==> config.mk <==
export PLATFORM = sky130hd
export DESIGN_NAME = mem_port_arbiter
export DESIGN_NICKNAME = d
export VERILOG_FILES = /design/src/rtl/mem_port_arbiter_pkg.sv /design/src/rtl/mem_port_arbiter_arb_starve_counter.sv /design/src/rtl/mem_port_arbiter.sv
export SDC_FILE = /design/constraint.sdc
export NUM_CORES = 1
export LEC_CHECK = 0
export BUFFER_PORTS_ARGS = -buffer_cell sky130_fd_sc_hd__buf_2
export CAP_MARGIN = 40
export CORE_AREA = 3 3 188 190
export DETAILED_ROUTE_END_ITERATION = 7
export DIE_AREA = 0 0 191 193
export SLEW_MARGIN = 30
export SYNTH_ARGS = -nofsm -noshare
export SYNTH_HDL_FRONTEND = slang
export SYNTH_SLANG_ARGS = --single-unit
==> constraint.sdc <==
create_clock -name clk -period 3 [get_ports clk]
set_input_delay 0.45 -clock clk [delete_from_list [all_inputs] [get_ports clk]]
set_output_delay 0.45 -clock clk [all_outputs]
set_load 0.005 [all_outputs]
==> src/rtl/mem_port_arbiter_pkg.sv <==
// Shared types and default widths for the unified-memory port arbiter.
package mem_port_arbiter_pkg;

    localparam int ADDR_W_DEF     = 64;
    localparam int DATA_W_DEF     = 64;
    localparam int STARVE_MAX_DEF = 3;
    localparam int CNT_W_DEF      = 2;

    typedef enum logic [1:0] {
        IDLE    = 2'd0,
        BUSY_IF = 2'd1,
        BUSY_DM = 2'd2,
        DONE    = 2'd3
    } arb_state_e;

endpackage

==> src/rtl/mem_port_arbiter_arb_starve_counter.sv <==
// Saturating count of data grants made while fetch was waiting.
module arb_starve_counter #(
    parameter int CNT_W      = 2,
    parameter int STARVE_MAX = 3
) (
    input  logic clk,
    input  logic reset,
    input  logic inc_i,
    input  logic clr_i,
    output logic sat_o
);

    logic [CNT_W-1:0] cnt_q, cnt_d;

    assign sat_o = (cnt_q == CNT_W'(STARVE_MAX));

    always_comb begin
        cnt_d = cnt_q;
        if (clr_i)
            cnt_d = '0;
        else if (inc_i && !sat_o)
            cnt_d = cnt_q + 1'b1;
    end

    always_ff @(posedge clk or negedge reset) begin
        if (!reset)
            cnt_q <= '0;
        else
            cnt_q <= cnt_d;
    end

endmodule

==> src/rtl/mem_port_arbiter.sv <==
// Arbitrates instruction fetch and load/store onto one variable-latency memory port.
module mem_port_arbiter
    import mem_port_arbiter_pkg::*;
#(
    parameter int ADDR_W     = ADDR_W_DEF,
    parameter int DATA_W     = DATA_W_DEF,
    parameter int STARVE_MAX = STARVE_MAX_DEF,
    parameter int CNT_W      = CNT_W_DEF
) (
    input  logic              clk,
    input  logic              reset,
    input  logic              if_req,
    input  logic [ADDR_W-1:0] if_addr,
    output logic [31:0]       if_rdata,
    output logic              if_ready,
    input  logic              dm_read,
    input  logic              dm_write,
    input  logic [ADDR_W-1:0] dm_addr,
    input  logic [DATA_W-1:0] dm_wdata,
    output logic [DATA_W-1:0] dm_rdata,
    output logic              dm_ready,
    output logic              mem_req,
    output logic              mem_we,
    output logic [ADDR_W-1:0] mem_addr,
    output logic [DATA_W-1:0] mem_wdata,
    input  logic [DATA_W-1:0] mem_rdata,
    input  logic              mem_ack,
    output logic              proto_err
);

    arb_state_e        state_q, state_d;
    logic              mem_req_q, mem_req_d;
    logic              mem_we_q, mem_we_d;
    logic [ADDR_W-1:0] mem_addr_q, mem_addr_d;
    logic [DATA_W-1:0] mem_wdata_q, mem_wdata_d;
    logic [31:0]       if_rdata_q, if_rdata_d;
    logic              if_ready_q, if_ready_d;
    logic [DATA_W-1:0] dm_rdata_q, dm_rdata_d;
    logic              dm_ready_q, dm_ready_d;
    logic              proto_err_q, proto_err_d;
    logic              if_hi_q, if_hi_d;
    logic              cnt_inc, cnt_clr, cnt_sat;
    logic              dm_win, if_win;
    logic              unused_if_lsbs;

    // Byte offset within the fetched word is irrelevant; only bit 2 picks the half.
    assign unused_if_lsbs = ^if_addr[1:0];

    // Fetch wins over a pending data request only once the counter has saturated.
    assign dm_win = (dm_read | dm_write) & ~(if_req & cnt_sat);
    assign if_win = if_req & ~dm_win;

    arb_starve_counter #(
        .CNT_W      (CNT_W),
        .STARVE_MAX (STARVE_MAX)
    ) u_starve (
        .clk   (clk),
        .reset (reset),
        .inc_i (cnt_inc),
        .clr_i (cnt_clr),
        .sat_o (cnt_sat)
    );

    always_comb begin
        state_d = state_q;
        unique case (state_q)
            IDLE: begin
                if (dm_win)
                    state_d = BUSY_DM;
                else if (if_win)
                    state_d = BUSY_IF;
            end
            BUSY_IF, BUSY_DM: if (mem_ack) state_d = DONE;
            DONE:             state_d = IDLE;
            default:          state_d = IDLE;
        endcase
    end

    always_comb begin
        // NOTE: every signal gets a default first so no path leaves it unassigned (no latches).
        mem_req_d   = mem_req_q;
        mem_we_d    = mem_we_q;
        mem_addr_d  = mem_addr_q;
        mem_wdata_d = mem_wdata_q;
        if_rdata_d  = if_rdata_q;
        dm_rdata_d  = dm_rdata_q;
        if_hi_d     = if_hi_q;
        if_ready_d  = 1'b0;
        dm_ready_d  = 1'b0;
        cnt_inc     = 1'b0;
        cnt_clr     = 1'b0;
        proto_err_d = proto_err_q | (dm_read & dm_write);
        unique case (state_q)
            IDLE: begin
                if (dm_win) begin
                    mem_req_d   = 1'b1;
                    mem_we_d    = dm_write;
                    mem_addr_d  = dm_addr;
                    mem_wdata_d = dm_wdata;
                    cnt_inc     = if_req;
                end else if (if_win) begin
                    mem_req_d  = 1'b1;
                    mem_we_d   = 1'b0;
                    mem_addr_d = {if_addr[ADDR_W-1:3], 3'b000};
                    if_hi_d    = if_addr[2];
                    cnt_clr    = 1'b1;
                end
            end
            BUSY_IF: begin
                if (mem_ack) begin
                    mem_req_d  = 1'b0;
                    if_rdata_d = if_hi_q ? mem_rdata[63:32] : mem_rdata[31:0];
                    if_ready_d = 1'b1;
                end
            end
            BUSY_DM: begin
                if (mem_ack) begin
                    mem_req_d  = 1'b0;
                    dm_ready_d = 1'b1;
                    if (!mem_we_q)
                        dm_rdata_d = mem_rdata;
                end
            end
            default: ;
        endcase
    end

    always_ff @(posedge clk or negedge reset) begin
        if (!reset) begin
            state_q     <= IDLE;
            mem_req_q   <= 1'b0;
            mem_we_q    <= 1'b0;
            mem_addr_q  <= '0;
            mem_wdata_q <= '0;
            if_rdata_q  <= '0;
            if_ready_q  <= 1'b0;
            dm_rdata_q  <= '0;
            dm_ready_q  <= 1'b0;
            proto_err_q <= 1'b0;
            if_hi_q     <= 1'b0;
        end else begin
            // NOTE: non-blocking so every register samples pre-edge values together.
            state_q     <= state_d;
            mem_req_q   <= mem_req_d;
            mem_we_q    <= mem_we_d;
            mem_addr_q  <= mem_addr_d;
            mem_wdata_q <= mem_wdata_d;
            if_rdata_q  <= if_rdata_d;
            if_ready_q  <= if_ready_d;
            dm_rdata_q  <= dm_rdata_d;
            dm_ready_q  <= dm_ready_d;
            proto_err_q <= proto_err_d;
            if_hi_q     <= if_hi_d;
        end
    end

    assign mem_req   = mem_req_q;
    assign mem_we    = mem_we_q;
    assign mem_addr  = mem_addr_q;
    assign mem_wdata = mem_wdata_q;
    assign if_rdata  = if_rdata_q;
    assign if_ready  = if_ready_q;
    assign dm_rdata  = dm_rdata_q;
    assign dm_ready  = dm_ready_q;
    assign proto_err = proto_err_q;

endmodule
==> reports/qor.csv, run 1 <==
metric;value;unit
status;finished clean;
hold path cells;2;
DRC errors left;0;
core area;33600;um^2
Leakage;6.75;nW
Clk Latency, worst-skew pair;0.52;ns
DRT Wirelength;27400;um
Hold Path End;mem_addr[2]$_DFFE_PN0P_;
die area;36900;um^2
CP Data Required Time;3.40;ns
routability congestion estimate;0.815;
H-Tree Depth;1;
CP Class;flip-flop to flip-flop;
RSZ-0062 raised after global routing;no;
hold slack;0.150;ns
first-pass GRT wire length;41100;um
pre-CTS setup slack;0.756;ns
# rows;67;
sequential area share after synthesis;60.4;%
Slew headroom;55.6;%
pin count of the biggest net entering global routing;90;
worst-margin pin slew;0.666;ns
cell taking the most area after synthesis;dfrtp_1;
synth warn;0;
post-route ant nets;0;
Crit. End Element;flip-flop;
grt total ovfl;0;
vias in the first global route;7527;
maxcap violations;0;
hold crit path type;input port to flip-flop;
Mean Syn Cell Area;13.4;um^2
worst vdd ir;0.540;mV
r2r startpoint;u_starve.cnt_q[0]$_DFFE_PN0P_;
max-slew violation count;0;
Reg clk slew, reported paths;0.06;ns
Post-Syn Area;9700;um^2
Final Critical Period;2.21;ns
clock sink count;234;
final instance area;13500;um^2
power per cell area;1030;nW/um^2
initial core utilization;28.8;%
Synth area leaders;dfrtp_1 60%, mux2_2 13%, mux2i_1 9.8%, o21ai_0 3.0%, mux2_4 2.5%;
Critical R2R Capture;mem_wdata[29]$_DFFE_PN0P_;
Final #Nets;1483;
DR vias;7371;
Root Buffer;clkbuf_16;
crit-path max FO;31;
CTS tree;built;
Post-Syn Nets;993;
# Post-CTS Setup Buffers;0;
post-route setup slack;0.795;ns
die height;193;um
Pwr Total;13.9;mW
DRT iter0 DRCs;207;
CP Launch Type;flip-flop;
Setup violations, final;0;
crit share post-route;73.5;%
First-pass DRT Iterations;4;
share of post-route cells with drive strength above 1;55.5;%
final hold vios;0;
Clock Path Buffers;3;
max frequency;0.454;GHz
Yosys reg bits;234;
IO Pins;491;
final std cells w/o fill;1682;
post-CTS sizing;0;
Synth Instances;726;
Hold Crit Start;dm_addr[2];
DR WL/cell;16.3;um
DP HPWL;21000;um
Total GRT Usage;14.0;%
post-synth top area share;60.4;%
placed cell count;1634;
TritonCTS Buffers;26;
critical path arrival;2.60;ns
Netlist cell types;29;
Die Span X;191;um
Layout Utilization;40.2;%
Reg2Reg Depth;5;
Multi-input gate area;3580;um^2
FF-to-FF setup slack;0.79;ns
setup TNS;0;ns
I/O Buffers;488;
clock skew;0.0121;ns
initial antenna violation count;1;
P&R area growth vs syn;39.4;%
Filler Cell Count;3289;
drt via density;4.38;
Cell Area, Placed;12700;um^2
register area;5860;um^2
## critical path: stages (launching register included)
cell and delay, ns:
dfrtp_1 0.40, ha_1 0.29, a2bb2oi_4 0.23, and2_4 0.49, buf_4 0.28, mux2_2 0.34
## final cells by class
type                            count  area share (%)
Sequential cell                   234            43.3
Tap cell                          448            4.15
Inverter                            2          0.0556
Antenna cell                        1          0.0185
Clock inverter                      9           0.537
Timing Repair Buffer              509            19.9
Clock buffer                       36            5.47
Multi-Input combinational cell    443            26.5
## where the power goes
group          internal, mW  switching [mW]
Combinational          2.87            2.47
Sequential             4.74           0.792
Clock                  1.79            1.25
Total                  9.40            4.52
## what timing repair did
item / in CTS / in global routing
endpoints found under the setup margin: 0 / 0
hold endpoints to repair: 46 / 0
hold buffers: 1 / 0
## kinds of logic after synthesis
logic type / share of synthesized area, %
adders and majority gates: 0.645
muxes: 25.5
AOI/OAI and AO/OA: 6.17
DFF: 60.4
and+or+nand+nor: 4.34
buffers and inverters: 2.94
## sequential cells by signal, indices dropped and copies added, names as in the netlist
signal,cells
if_hi_q,1
dm_rdata,64
state_q,2
mem_addr,64
dm_ready,1
if_rdata,32
mem_wdata,64
mem_req,1
proto_err,1
u_starve.cnt_q,2
mem_we,1
if_ready,1
## worst max path at each step
| stage | slack (ns) | to | start | cells past startpoint |
|---|---|---|---|---|
| 5_1_grt | 0.67 | mem_wdata[29]$_DFFE_PN0P_ | state_q[1]$_DFFE_PN0P_ | 5 |
| 2_1_floorplan | 1.28 | mem_wdata[47]$_DFFE_PN0P_ | if_req | 7 |
| 6_report | 0.79 | mem_wdata[29]$_DFFE_PN0P_ | u_starve.cnt_q[0]$_DFFE_PN0P_ | 5 |
| 3_3_place_gp | 0.81 | mem_wdata[29]$_DFFE_PN0P_ | dm_write | 5 |
| 4_1_cts | 0.75 | mem_wdata[29]$_DFFE_PN0P_ | u_starve.cnt_q[0]$_DFFE_PN0P_ | 5 |
| 3_5_place_dp | 0.76 | mem_wdata[29]$_DFFE_PN0P_ | u_starve.cnt_q[0]$_DFFE_PN0P_ | 5 |
## layer usage
metal	global-route usage, %	vias to the layer above	part of all wire (%)
met5	0	-	0.047
met4	4.37	2	2.8
met2	25.6	318	51
met3	3.25	52	8.1
met1	16.2	3476	38
li1	-	3523	-
## cells in the final DEF (no fill, tap or decap), types with 3 or more instances in the layout
cell type  Yosys  final
ha_1           5      5
clkbuf_16      0     27
dfrtp_1      234    233
clkbuf_8       0      3
a21oi_1       34     34
buf_12         3      5
a22o_1         4      4
clkbuf_1      16      6
nor2_1        35     35
buf_2         21    487
clkinv_2       0      7
mux2_2       114    114
nand2_1       64     64
o21ai_1        3      3
mux2i_1       95     95
buf_4          5     14
mux2_4        16     16
o21ai_0       59     59
## synth_stat cells, drive strengths merged
library cell / number
nor2: 35
and2: 3
a2bb2oi: 1
o2bb2ai: 1
mux2: 130
nor2b: 2
a22o: 4
o31ai: 1
o21ai: 62
ha: 5
a21o: 1
buf: 31
inv: 2
nand2b: 1
mux2i: 95
a21oi: 34
nand2: 64
clkbuf: 16
nor4b: 1
dfrtp: 234
o22ai: 1
a31oi: 2
Note: power is estimated with default switching activity, not from simulation.
==> run 2: changes to the inputs <==
==> constraint.sdc (replaced) <==
create_clock -name clk -period 2.2 [get_ports clk]
set_input_delay 0.33 -clock clk [delete_from_list [all_inputs] [get_ports clk]]
set_output_delay 0.33 -clock clk [all_outputs]
set_load 0.005 [all_outputs]
==> reports/qor.csv, run 2 (synthesis results as in run 1) <==
metric;value;unit;change
status;finished clean;;unchanged
most frequent cells in the layout;487 x buf_2, 233 x dfrtp_1, 114 x mux2_2;;unchanged
Crit path largest cell delay;0.40;ns;was 0.49 ns
maxcap violations;0;;unchanged
Clock Path Buffers;3;;unchanged
Setup violations, final;0;;unchanged
routed length on met1;10200;um;was 10400 um
CP Class;flip-flop to flip-flop;;unchanged
Multi-input gate area;3580;um^2;unchanged
Root Buffer;clkbuf_16;;unchanged
hold slack;0.0391;ns;was 0.150 ns
clock skew;0.0117;ns;was 0.0121 ns
# rows;67;;unchanged
share of post-route cells with drive strength above 1;55.9;%;was 55.5%
grt total ovfl;0;;unchanged
Slew headroom;52.1;%;was 55.6%
routed wl met3;2400;um;was 2220 um
crit-path max FO;17;;was 31
Total GRT Usage;14.2;%;was 14.0%
Final #Nets;1503;;was 1483
Detail Route met2 WL;14200;um;was 14100 um
die height;193;um;unchanged
slowest CP cell;dfrtp_1;;was and2_4
worst vdd ir;0.577;mV;was 0.540 mV
antenna cells;0;;was 1
crit share post-route;91.8;%;was 73.5%
power per cell area;1420;nW/um^2;was 1030 nW/um^2
Clk Latency, worst-skew pair;0.52;ns;about the same
worst-margin pin slew;0.717;ns;was 0.666 ns
DR WL/cell;16.2;um;was 16.3 um
DRT iter0 DRCs;194;;was 207
First-pass DRT Iterations;4;;unchanged
Filler Cell Count;3234;;was 3289
initial antenna violation count;1;;unchanged
max-slew violation count;0;;unchanged
CP Launch Type;flip-flop;;unchanged
Final Critical Period;2.02;ns;was 2.21 ns
DRT Wirelength;27500;um;was 27400 um
DR vias;7412;;was 7371
die area;36900;um^2;unchanged
crit-path cells;ha_1 > a2bb2oi_4 > and2_4 > buf_4 > mux2_2;;unchanged
clock sink count;234;;unchanged
Layout Utilization;41.1;%;was 40.2%
Leakage;6.90;nW;was 6.75 nW
first-pass GRT wire length;41900;um;was 41100 um
CTS tree;built;;unchanged
IO Pins;491;;unchanged
Reg clk slew, reported paths;0.06;ns;about the same
max frequency;0.495;GHz;was 0.454 GHz
CP Data Required Time;2.60;ns;was 3.40 ns
H-Tree Depth;1;;unchanged
register area;5860;um^2;unchanged
critical path arrival;2.42;ns;was 2.60 ns
core area;33600;um^2;unchanged
vias in the first global route;7852;;was 7527
DRC errors left;0;;unchanged
drt via density;4.35;;was 4.38
P&R area growth vs syn;42.5;%;was 39.4%
initial core utilization;28.8;%;unchanged
I/O Buffers;488;;unchanged
hold crit path type;input port to flip-flop;;unchanged
post-route ant nets;0;;unchanged
Cell Area, Placed;12800;um^2;was 12700 um^2
placed cell count;1645;;was 1634
final std cells w/o fill;1703;;was 1682
max layer used;met5;;unchanged
TritonCTS Buffers;27;;was 26
final instance area;13800;um^2;was 13500 um^2
final hold vios;0;;unchanged
DP HPWL;21400;um;was 21000 um
RSZ-0062 raised after global routing;no;;unchanged
most common cell after layout, fill and taps aside;buf_2;;unchanged
routability congestion estimate;0.836;;was 0.815
setup TNS;0;ns;unchanged
pin count of the biggest net entering global routing;75;;was 90
Crit. End Element;flip-flop;;unchanged
Die Span X;191;um;unchanged
post-CTS sizing;0;;unchanged
[run 2: through the flow]
stage | power [mW] | setup slack [ns]
final | 19.6 | 0.180
after global routing | 21.0 | 0.0796
after CTS | 20.0 | 0.140
after detailed placement | 15.2 | 0.186
after global placement | 15.0 | 0.212
after floorplan | 11.6 | 0.492
[run 2: final timing paths]
path                                          startpoint  cells past startpoint                   endpoint  slack [ns]
max                        u_starve.cnt_q[0]$_DFFE_PN0P_                      5  mem_wdata[44]$_DFFE_PN0P_        0.18
min                                           if_addr[2]                      2        if_hi_q$_DFFE_PN0P_        0.04
max reg2reg                u_starve.cnt_q[0]$_DFFE_PN0P_                      5  mem_wdata[44]$_DFFE_PN0P_        0.18
min reg2reg                          proto_err$_DFF_PN0_                      1        proto_err$_DFF_PN0_        0.47
max in group asynchronous                          reset                      3  mem_wdata[40]$_DFFE_PN0P_        1.10
min in group asynchronous                          reset                      2         mem_we$_DFFE_PN0P_        0.39
[run 2: power breakdown]
| part | switching (mW) | internal, mW | total, mW | leakage, nW |
|---|---|---|---|---|
| Clock | 1.77 | 2.80 | 4.57 | 0.454 |
| Sequential | 1.06 | 6.46 | 7.52 | 2.78 |
| Combinational | 3.44 | 4.02 | 7.46 | 3.66 |
[run 2: final cells by class]
| type | instances | area share, % |
|---|---|---|
| flip-flops and latches | 234 | 42.4 |
| multi-input cells | 443 | 25.9 |
| repair buffers | 528 | 20.9 |
| clock buffers | 35 | 5.54 |
| well taps | 448 | 4.06 |
| clock inverters | 13 | 1.10 |
| inverters | 2 | 0.0543 |
[run 2: repair_timing]
item	in CTS	in global routing
buffers inserted	0	0
endpoints found under the hold margin	75	0
hold buffers	10	0
[run 2: per-layer routing]
| metal | track usage [%] | vias to the layer above |
|---|---|---|
| met5 | 0 | - |
| met4 | 4.09 | 2 |
| met3 | 3.85 | 46 |
| met2 | 26.2 | 309 |
| met1 | 16.1 | 3499 |
| li1 | - | 3556 |
[run 2: worst max-delay path: cells and delay by family (launching register included)]
kind,cells,cell delay (ns)
AO/OA/AOI/OAI,1,0.22
buffers and inverters,1,0.25
adder cells (fa/ha/maj),1,0.28
AND/OR/NAND/NOR,1,0.36
flip-flops,1,0.40
multiplexers,1,0.36
==> run 3: changes to the inputs <==
--- a/config.mk
+++ b/config.mk
@@ -5,12 +5,16 @@
 export SDC_FILE = /design/constraint.sdc
 export NUM_CORES = 1
 export LEC_CHECK = 0
-export BUFFER_PORTS_ARGS = -buffer_cell sky130_fd_sc_hd__buf_2
 export CAP_MARGIN = 40
-export CORE_AREA = 3 3 188 190
+export CELL_PAD_IN_SITES_DETAIL_PLACEMENT = 0
+export CELL_PAD_IN_SITES_GLOBAL_PLACEMENT = 1
+export CORE_AREA = 3 3 190 192
 export DETAILED_ROUTE_END_ITERATION = 7
-export DIE_AREA = 0 0 191 193
+export DIE_AREA = 0 0 193 195
+export DONT_BUFFER_PORTS = 1
+export PLACE_DENSITY_LB_ADDON = 0.1
 export SLEW_MARGIN = 30
 export SYNTH_ARGS = -nofsm -noshare
 export SYNTH_HDL_FRONTEND = slang
 export SYNTH_SLANG_ARGS = --single-unit
+export TNS_END_PERCENT = 5
==> reports/qor.csv, run 3 (synthesis results as in run 1) <==
metric;value;unit;change
status;finished, violations left;;was finished clean
failing checks;hold timing;;
grt total ovfl;0;;unchanged
Slew headroom;41.0;%;was 52.1%
routability congestion estimate;0.725;;was 0.836
die area;37600;um^2;was 36900 um^2
clock sink count;234;;unchanged
maxcap violations;0;;unchanged
H-Tree Depth;1;;unchanged
vias in the first global route;6858;;was 7852
hold crit path type;input port to async pin;;was input port to flip-flop
Final Critical Period;2.04;ns;was 2.02 ns
Total GRT Usage;14.5;%;was 14.2%
CTS tree;built;;unchanged
CP Launch Type;flip-flop;;unchanged
Leakage;5.50;nW;was 6.90 nW
RSZ-0062 raised after global routing;no;;unchanged
Final #Nets;1157;;was 1503
post-route ant nets;0;;unchanged
DR vias;6290;;was 7412
Crit. End Element;flip-flop;;unchanged
hold slack;-0.501;ns;was 0.0391 ns
crit-path max FO;11;;was 17
most common cell after layout, fill and taps aside;dfrtp_1;;was buf_2
worst-margin pin slew;0.885;ns;was 0.717 ns
Reg2Reg Depth;6;;was 5
first-pass GRT wire length;42200;um;was 41900 um
final hold vios;234;;was 0
# rows;68;;was 67
I/O Buffers;0;;was 488
max-slew violation count;0;;unchanged
Layout Utilization;37.1;%;was 41.1%
DRC errors left;0;;unchanged
setup TNS;0;ns;unchanged
Setup violations, final;0;;unchanged
most frequent cells in the layout;233 x dfrtp_1, 166 x dlygate4sd3_1, 114 x mux2_2;;was 487 x buf_2, 233 x dfrtp_1, 114 x mux2_2
worst vdd ir;0.566;mV;was 0.577 mV
share of post-route cells with drive strength above 1;21.8;%;was 55.9%
antenna cells;0;;unchanged
initial antenna violation count;0;;was 1
placed cell count;1143;;was 1645
power per cell area;1390;nW/um^2;was 1420 nW/um^2
Root Buffer;clkbuf_16;;unchanged
DRT Wirelength;29900;um;was 27500 um
final std cells w/o fill;1365;;was 1703
IO Pins;491;;unchanged
critical path arrival;2.43;ns;was 2.42 ns
die height;195;um;was 193 um
initial core utilization;28.1;%;was 28.8%
max frequency;0.491;GHz;was 0.495 GHz
Clk Latency, worst-skew pair;0.53;ns;was 0.52 ns
Die Span X;193;um;was 191 um
First-pass DRT Iterations;4;;unchanged
CP Class;flip-flop to flip-flop;;unchanged
core area;34500;um^2;was 33600 um^2
P&R area growth vs syn;32.1;%;was 42.5%
TritonCTS Buffers;27;;unchanged
CP Data Required Time;2.59;ns;was 2.60 ns
crit share post-route;92.6;%;was 91.8%
DRT iter0 DRCs;152;;was 194
DP HPWL;20200;um;was 21400 um
DR WL/cell;21.9;um;was 16.2 um
clock skew;0.0124;ns;was 0.0117 ns
Clock Path Buffers;3;;unchanged
drt via density;4.61;;was 4.35
pin count of the biggest net entering global routing;235;;was 75
Reg clk slew, reported paths;0.06;ns;about the same
[run 3: changes by cell type in the layout (fill, tap and decap cells not counted), sizes merged]
cell,change
buf,-503
clkinv,-1
clkinvlp,+1
dlygate4sd3,+156
clkbuf,+2
[run 3: worst paths after layout]
| path | start | endpoint | slack (ns) |
|---|---|---|---|
| worst max-delay path | u_starve.cnt_q[0]$_DFFE_PN0P_ | mem_addr[12]$_DFFE_PN0P_ | 0.16 |
| worst min-delay path | reset | dm_rdata[41]$_DFFE_PN0P_ | -0.50 |
| worst max register to register | u_starve.cnt_q[0]$_DFFE_PN0P_ | mem_addr[12]$_DFFE_PN0P_ | 0.16 |
| worst min register to register | u_starve.cnt_q[1]$_DFFE_PN0P_ | u_starve.cnt_q[1]$_DFFE_PN0P_ | 0.50 |
| max in group asynchronous | reset | dm_rdata[15]$_DFFE_PN0P_ | 1.96 |
| min in group clk | if_addr[34] | mem_addr[34]$_DFFE_PN0P_ | 0.02 |
[run 3: worst max-delay path, stage by stage, from the launching register on]
cell and delay (ns):
dfrtp_1 0.37, ha_1 0.27, o2bb2ai_4 0.21, clkbuf_16 0.24
mux2i_1 0.19, dlygate4sd3_1 0.56, o21ai_0 0.07
[run 3: power by group]
part / internal, mW / switching (mW) / leakage (nW) / total, mW
logic: 2.64 / 2.06 / 2.27 / 4.70
registers: 6.48 / 2.08 / 2.78 / 8.56
clock network: 2.77 / 1.80 / 0.444 / 4.58
[run 3: what timing repair did]
action                                  4_1_cts  5_1_grt
endpoints found under the setup margin        0        4
resized for setup                             0        2
endpoints found under the hold margin       405      235
buffers inserted                              0        5
hold buffers                                165        1
[run 3: metal layers]
metal	track usage (%)	vias to the layer above	share of wire [%]
met5	0	-	0
met4	4.29	0	2.4
met3	5.04	42	10
met2	26.7	315	52
met1	15.5	3068	36
li1	-	2865	-
[run 3: metrics by stage]
step | power, mW | area [um^2] | setup slack, ns
floorplan | 11.6 | 9700 | 0.492
global placement | 13.0 | 10200 | 0.322
detailed placement | 13.1 | 10200 | 0.287
CTS | 18.1 | 12700 | 0.0223
global route | 19.0 | 12800 | 0.0594
finish | 17.8 | 12800 | 0.162
[run 3: final cells by class]
cell class	count	area, um^2
Clock buffer	36	759
Clock inverter	13	151
Fill cell	3333	21700
Inverter	2	7.51
Multi-Input combinational cell	443	3580
Sequential cell	234	5860
Tap cell	455	569
Timing Repair Buffer	182	1880
